<file path="src/rtl/microwave_controller.sv">
// rtl/microwave_controller.sv - microwave cook-cycle sequencer: tick prescaler, BCD mm:ss timer, FSM, interlock
// Optional MW_QUICK_START_EN: btn_start in IDLE loads 00:30 and cooks immediately.
module microwave_controller #(
  parameter int TICKS_PER_SEC = 500,
  parameter int BEEP_SECS     = 3
) (
  input  logic       clock_in,
  input  logic       reset,
  input  logic       tick_in,
  input  logic       door_open,
  input  logic       btn_start,
  input  logic       btn_stop,
  input  logic       btn_min,
  input  logic       btn_sec,
  output logic [7:0] min_bcd,
  output logic [7:0] sec_bcd,
  output logic       magnetron,
  output logic       lamp,
  output logic       beep,
  output logic [2:0] state
);

  typedef enum logic [2:0] {
    S_IDLE  = 3'd0,
    S_SET   = 3'd1,
    S_COOK  = 3'd2,
    S_PAUSE = 3'd3,
    S_DONE  = 3'd4
  } state_t;

  localparam int PW = (TICKS_PER_SEC > 1) ? $clog2(TICKS_PER_SEC) : 1;
  localparam int BW = (BEEP_SECS > 1) ? $clog2(BEEP_SECS + 1) : 1;

  state_t        state_q, state_d;
  logic [15:0]   tmr_q, tmr_d;
  logic [PW-1:0] presc_q, presc_d;
  logic [BW-1:0] beep_cnt_q, beep_cnt_d;
  logic          tick_prev_q;
  logic          sec_pulse_q, sec_pulse_d;
  logic          magnetron_q, lamp_q, beep_q;

  logic          tick_edge;
  logic          any_add;
  logic          counting;
  logic          entry;
  logic [15:0]   added;
  logic [15:0]   decd;

  // Time is {min_tens, min_ones, sec_tens, sec_ones}; tens-of-seconds overflow carries into minutes.
  function automatic logic [15:0] bcd_add(input logic [15:0] t, input logic add_m, input logic add_s);
    logic [3:0]  st, mo, mt;
    logic [1:0]  inc;
    logic [15:0] res;
    st  = t[7:4];
    inc = {1'b0, add_m};
    if (add_s) begin
      if (st >= 4'd5) begin
        st  = st - 4'd5;
        inc = inc + 2'd1;
      end else begin
        st = st + 4'd1;
      end
    end
    mo = t[11:8] + {2'b00, inc};
    mt = t[15:12];
    if (mo >= 4'd10) begin
      mo = mo - 4'd10;
      mt = mt + 4'd1;
    end
    if (mt >= 4'd10) res = 16'h9959;
    else             res = {mt, mo, st, t[3:0]};
    return res;
  endfunction

  function automatic logic [7:0] bcd_dec8(input logic [7:0] v);
    logic [7:0] res;
    if (v[3:0] != 4'd0) res = {v[7:4], v[3:0] - 4'd1};
    else                res = {v[7:4] - 4'd1, 4'd9};
    return res;
  endfunction

  function automatic logic [15:0] bcd_dec(input logic [15:0] t);
    logic [15:0] res;
    if (t[7:0] != 8'h00) res = {t[15:8], bcd_dec8(t[7:0])};
    else                 res = {bcd_dec8(t[15:8]), 8'h59};
    return res;
  endfunction

  assign tick_edge = tick_in & ~tick_prev_q;
  assign any_add   = btn_min | btn_sec;
  assign added     = bcd_add(tmr_q, btn_min, btn_sec);
  assign decd      = bcd_dec(tmr_q);

  always_comb begin
    state_d    = state_q;
    tmr_d      = tmr_q;
    beep_cnt_d = (state_q == S_DONE) ? beep_cnt_q : '0;
    case (state_q)
      S_IDLE: begin
        if (!btn_stop) begin
          if (any_add) begin
            tmr_d   = added;
            state_d = S_SET;
          end
`ifdef MW_QUICK_START_EN
          if (btn_start && !door_open) begin
            tmr_d   = 16'h0030;
            state_d = S_COOK;
          end
`endif
        end
      end
      S_SET: begin
        if (btn_stop) begin
          tmr_d   = 16'h0000;
          state_d = S_IDLE;
        end else begin
          if (any_add) tmr_d = added;
          if (btn_start && !door_open) state_d = S_COOK;
        end
      end
      S_COOK: begin
        // An add in the same cycle as sec_pulse swallows that second's decrement.
        if (any_add) begin
          tmr_d = added;
        end else if (sec_pulse_q && tmr_q != 16'h0000) begin
          tmr_d = decd;
          if (decd == 16'h0000) state_d = S_DONE;
        end
        if (state_d != S_DONE && (door_open || btn_stop)) state_d = S_PAUSE;
      end
      S_PAUSE: begin
        if (btn_stop) begin
          tmr_d   = 16'h0000;
          state_d = S_IDLE;
        end else begin
          if (any_add) tmr_d = added;
          if (btn_start && !door_open) state_d = S_COOK;
        end
      end
      S_DONE: begin
        if (btn_stop) begin
          state_d = S_IDLE;
        end else if (sec_pulse_q) begin
          if (beep_cnt_q == BW'(BEEP_SECS - 1)) state_d = S_IDLE;
          else                                  beep_cnt_d = beep_cnt_q + 1'b1;
        end
      end
      default: begin
        state_d = S_IDLE;
        tmr_d   = 16'h0000;
      end
    endcase
  end

  // Prescaler restarts on every entry into COOK or DONE, dropping any partial second.
  assign counting = (state_q == S_COOK) || (state_q == S_DONE);
  assign entry    = ((state_d == S_COOK) || (state_d == S_DONE)) && (state_d != state_q);

  always_comb begin
    presc_d     = presc_q;
    sec_pulse_d = 1'b0;
    if (entry) begin
      presc_d = '0;
    end else if (counting && tick_edge) begin
      if (presc_q == PW'(TICKS_PER_SEC - 1)) begin
        presc_d     = '0;
        sec_pulse_d = 1'b1;
      end else begin
        presc_d = presc_q + 1'b1;
      end
    end
  end

  always_ff @(posedge clock_in or posedge reset) begin
    if (reset) begin
      state_q     <= S_IDLE;
      tmr_q       <= 16'h0000;
      presc_q     <= '0;
      beep_cnt_q  <= '0;
      tick_prev_q <= 1'b0;
      sec_pulse_q <= 1'b0;
      magnetron_q <= 1'b0;
      lamp_q      <= 1'b0;
      beep_q      <= 1'b0;
    end else begin
      state_q     <= state_d;
      tmr_q       <= tmr_d;
      presc_q     <= presc_d;
      beep_cnt_q  <= beep_cnt_d;
      tick_prev_q <= tick_in;
      sec_pulse_q <= sec_pulse_d;
      magnetron_q <= (state_d == S_COOK);
      lamp_q      <= door_open | (state_d == S_COOK);
      beep_q      <= (state_d == S_DONE);
    end
  end

  assign min_bcd   = tmr_q[15:8];
  assign sec_bcd   = tmr_q[7:0];
  assign magnetron = magnetron_q;
  assign lamp      = lamp_q;
  assign beep      = beep_q;
  assign state     = state_q;

endmodule

</file>
<file path="config.mk">
export PLATFORM = sky130hd
export DESIGN_NAME = microwave_controller
export DESIGN_NICKNAME = d
export VERILOG_FILES = /design/src/rtl/microwave_controller.sv
export SDC_FILE = /design/constraint.sdc
export NUM_CORES = 1
export LEC_CHECK = 0
export ABC_AREA = 1
export CAP_MARGIN = 30
export CORE_MARGIN = 5
export CORE_UTILIZATION = 45
export DETAILED_ROUTE_END_ITERATION = 10
export GPL_TIMING_DRIVEN = 0
export HOLD_SLACK_MARGIN = 0.03
export PLACE_DENSITY = 0.65
export SYNTH_ARGS = -nofsm -noshare
export SYNTH_HDL_FRONTEND = slang
export SYNTH_SLANG_ARGS = --single-unit
</file>
<file path="constraint.sdc">
create_clock -name clock_in -period 4.2 [get_ports clock_in]
set_input_delay 0.42 -clock clock_in [delete_from_list [all_inputs] [get_ports clock_in]]
set_output_delay 0.42 -clock clock_in [all_outputs]
set_load 0.005 [all_outputs]
</file>
==> impl_metrics.ini <==
[floorplanning]
io_pins = 30
rows = 30
core_area_um2 = 6681
start_util_pct = 45.67
die_h_um = 92.35
die_w_um = 92.35
dieArea_um2 = 8529

[global_route]
grt-ovfl-total = 0
antenna_found_initial = 0
first_global_vias = 2824
grt_pass1_wl_um = 12850
grt_use_total_pct = 18.51
grt_max_degree = 36

[route]
viasPerCell = 5.383
drt_pass1_iterations = 4
wire_per_inst_um = 13.59
final_antenna_net_count = 0
vias = 3047
drt_iter0_markers = 166
wirelength_um = 7692
route.detailed.drc = 0

[pwr]
power_uw = 2545
p_leak_uw = 0.001645
p_per_area_nw_per_um2 = 719.6
vdd_drop_max_mv = 0.2468

[job]
max_cap_viol_count = 0

[finish]
final_cell_mix = nand2_1 (99), inv_1 (64), o21ai_0 (45), nor2_1 (38), dfrtp_1 (34)
fillerInstances = 661
synthToLayoutAreaGrowth_pct = 15.91
fin_area_um2 = 3537
drive_gt1_share_pct = 12.55
antenna_cells = 0
layout.nets = 505
final_util_pct = 52.94
final_common_cell = nand2_1

[sta]
tightest_slew_ns = 0.7632
relSlewSlack_pct = 49.12
setup_viol = 0
period_share_pct = 93.36
finalHoldViolCount = 0
fin_worst_skew_ns = 0.006362
tns_ns = 0
rsz0062_at_grt = false
period_needed_ns = 3.921
max_freq_ghz = 0.2550
slew_violations = 0
whs_ns = 0.5526

[worst_hold_path]
hold_class = reg -> reg
holdPathEnd = beep_cnt_q[1]$_DFF_PP0_
hold_path_depth = 3
hp-start = beep_cnt_q[1]$_DFF_PP0_

[logic_synthesis]
yosysTopAreaCell = dfrtp_1
syn-num-nets = 470
ys_seq_area_share_pct = 28.70
yosys_register_bits = 35
yosysUniqueCellTypes = 46
synthTopCellsByArea = dfrtp_1 (29%), nand2_1 (12%), inv_1 (8.1%), o21ai_0 (7.4%), a21oi_1 (5.6%)
syn_inst = 450
yosys_warnings = 0
syn_area_um2 = 3052
synthFlopType = dfrtp_1
synth-async-reset-ratio_pct = 100.0
synth_edf_count = 0
synth_area_per_cell_um2 = 6.782
synth_top_cell_area_share_pct = 28.70

[worst_setup_path]
r2r-end = tmr_q[11]$_DFFE_PP0P_
critPathCaptureType = flip-flop
worstPathRequired_ns = 4.36
path_max_fanout = 8
reg2reg_depth = 24
ff2ff_setup_slack_ns = 0.28
worstPathArrival_ns = 4.08
critical_path_class = reg -> reg
reg2reg_from = tmr_q[4]$_DFFE_PP0P_
start_kind = flip-flop

[clock_tree]
clock_latency_ns = 0.29
cts_made_buffers = 5
cts_setup_buffers = 0
cts_sinks = 35
clock_path_buffers = 2
clkTransAtPathRegs_ns = 0.08
htreeDepth = 2
cts_root_buffer = clkbuf_8
cts_tree = done
cts_resized = 0
hold_buffers = 0

[placed_design]
port-buffer-count = 28
placed_cell_area_um2 = 3432
gp_congestion = 0.8414
dp_hpwl_um = 5687

[run_status]
run_status = complete, no violations
## stage by stage
| stage | worst slack (ns) | cells |
|---|---|---|
| after floorplan | 0.8355 | 450 |
| after global placement | -0.1863 | 558 |
| after detailed placement | -0.1990 | 558 |
| after CTS | 0.06900 | 566 |
| after global routing | 0.01456 | 566 |
| final | 0.2788 | 566 |
## how the worst max path moves through the flow
| stage | cells after the start | from | to | slack (ns) |
|---|---|---|---|---|
| floorplan | 23 | tmr_q[5]$_DFFE_PP0P_ | tmr_q[11]$_DFFE_PP0P_ | 0.84 |
| global placement | 20 | btn_min | tmr_q[11]$_DFFE_PP0P_ | -0.19 |
| detailed placement | 20 | btn_min | tmr_q[11]$_DFFE_PP0P_ | -0.20 |
| CTS | 20 | btn_min | tmr_q[11]$_DFFE_PP0P_ | 0.07 |
| global route | 24 | tmr_q[4]$_DFFE_PP0P_ | tmr_q[11]$_DFFE_PP0P_ | 0.01 |
| finish | 24 | tmr_q[4]$_DFFE_PP0P_ | tmr_q[11]$_DFFE_PP0P_ | 0.28 |
## power breakdown
group / leakage [µW] / internal, µW / total (µW) / switching, µW
clock: 0.0000408 / 119 / 261 / 142
sequential: 0.000460 / 451 / 603 / 151
combinational: 0.00114 / 635 / 1680 / 1050
total: 0.00164 / 1210 / 2550 / 1340
## cell usage after synthesis (all sizes together) (2+ instances only)
library cell  count
clkbuf            6
o211ai            2
or2               3
nand4             7
o21ai            51
nor3              5
xor2              9
dfrtp            35
nand3            28
nor2             49
nand2           108
ha               11
inv              71
a21boi            2
a21oi            44
a41oi             2
buf               4
## cells by family (layout without fill, tap and decap cells)
group,after synthesis,in the layout,synth area share [%]
flops,35,35,28.70
fa+ha+maj,12,12,5.166
compound gates,108,108,20.50
mux,1,1,0.3280
buf+inv,82,118,10.74
xor+xnor,10,10,2.870
simple gates,202,202,31.69
## routing by layer
layer / GRT usage, % / share of wire, %
met5: 0 / 0
met4: 5.074 / 0.74
met3: 2.762 / 5.2
met2: 30.57 / 46
met1: 25.19 / 48
## state kept, by name, indices dropped and copies added (netlist names)
name / flops
beep_cnt_q: 2
state: 3
presc_q: 9
tick_prev_q: 1
beep: 1
tmr_q: 16
lamp: 1
magnetron: 1
sec_pulse_q: 1
## area by class of cell
| type | instances | area (µm²) | share of cell area [%] |
|---|---|---|---|
| plain buffers | 10 | 57.56 | 1.627 |
| well taps | 80 | 100.1 | 2.830 |
| clock inverters | 3 | 23.77 | 0.6721 |
| clock buffers | 5 | 68.82 | 1.946 |
| inverters | 72 | 270.3 | 7.641 |
| flip-flops and latches | 35 | 877.1 | 24.80 |
| repair buffers | 28 | 280.3 | 7.924 |
| multi-input cells | 333 | 1859 | 52.56 |
## worst max-delay path, cell delays in order (launching register included)
cell     delay, ns
dfrtp_2       0.48
inv_1         0.14
ha_1          0.22
inv_1         0.05
nand2_1       0.09
nand2_1       0.13
ha_1          0.30
nor2_1        0.11
nor2_1        0.05
ha_1          0.22
inv_1         0.07
fa_1          0.45
inv_1         0.11
nor2_1        0.06
inv_1         0.07
nand2_2       0.11
nor2_1        0.14
xor2_1        0.23
nand2_1       0.09
nand2_2       0.14
nand2_1       0.16
inv_1         0.17
nand2_1       0.07
nand2_1       0.05
o21ai_0       0.07
No activity file was read; power rests on OpenSTA's default activity.
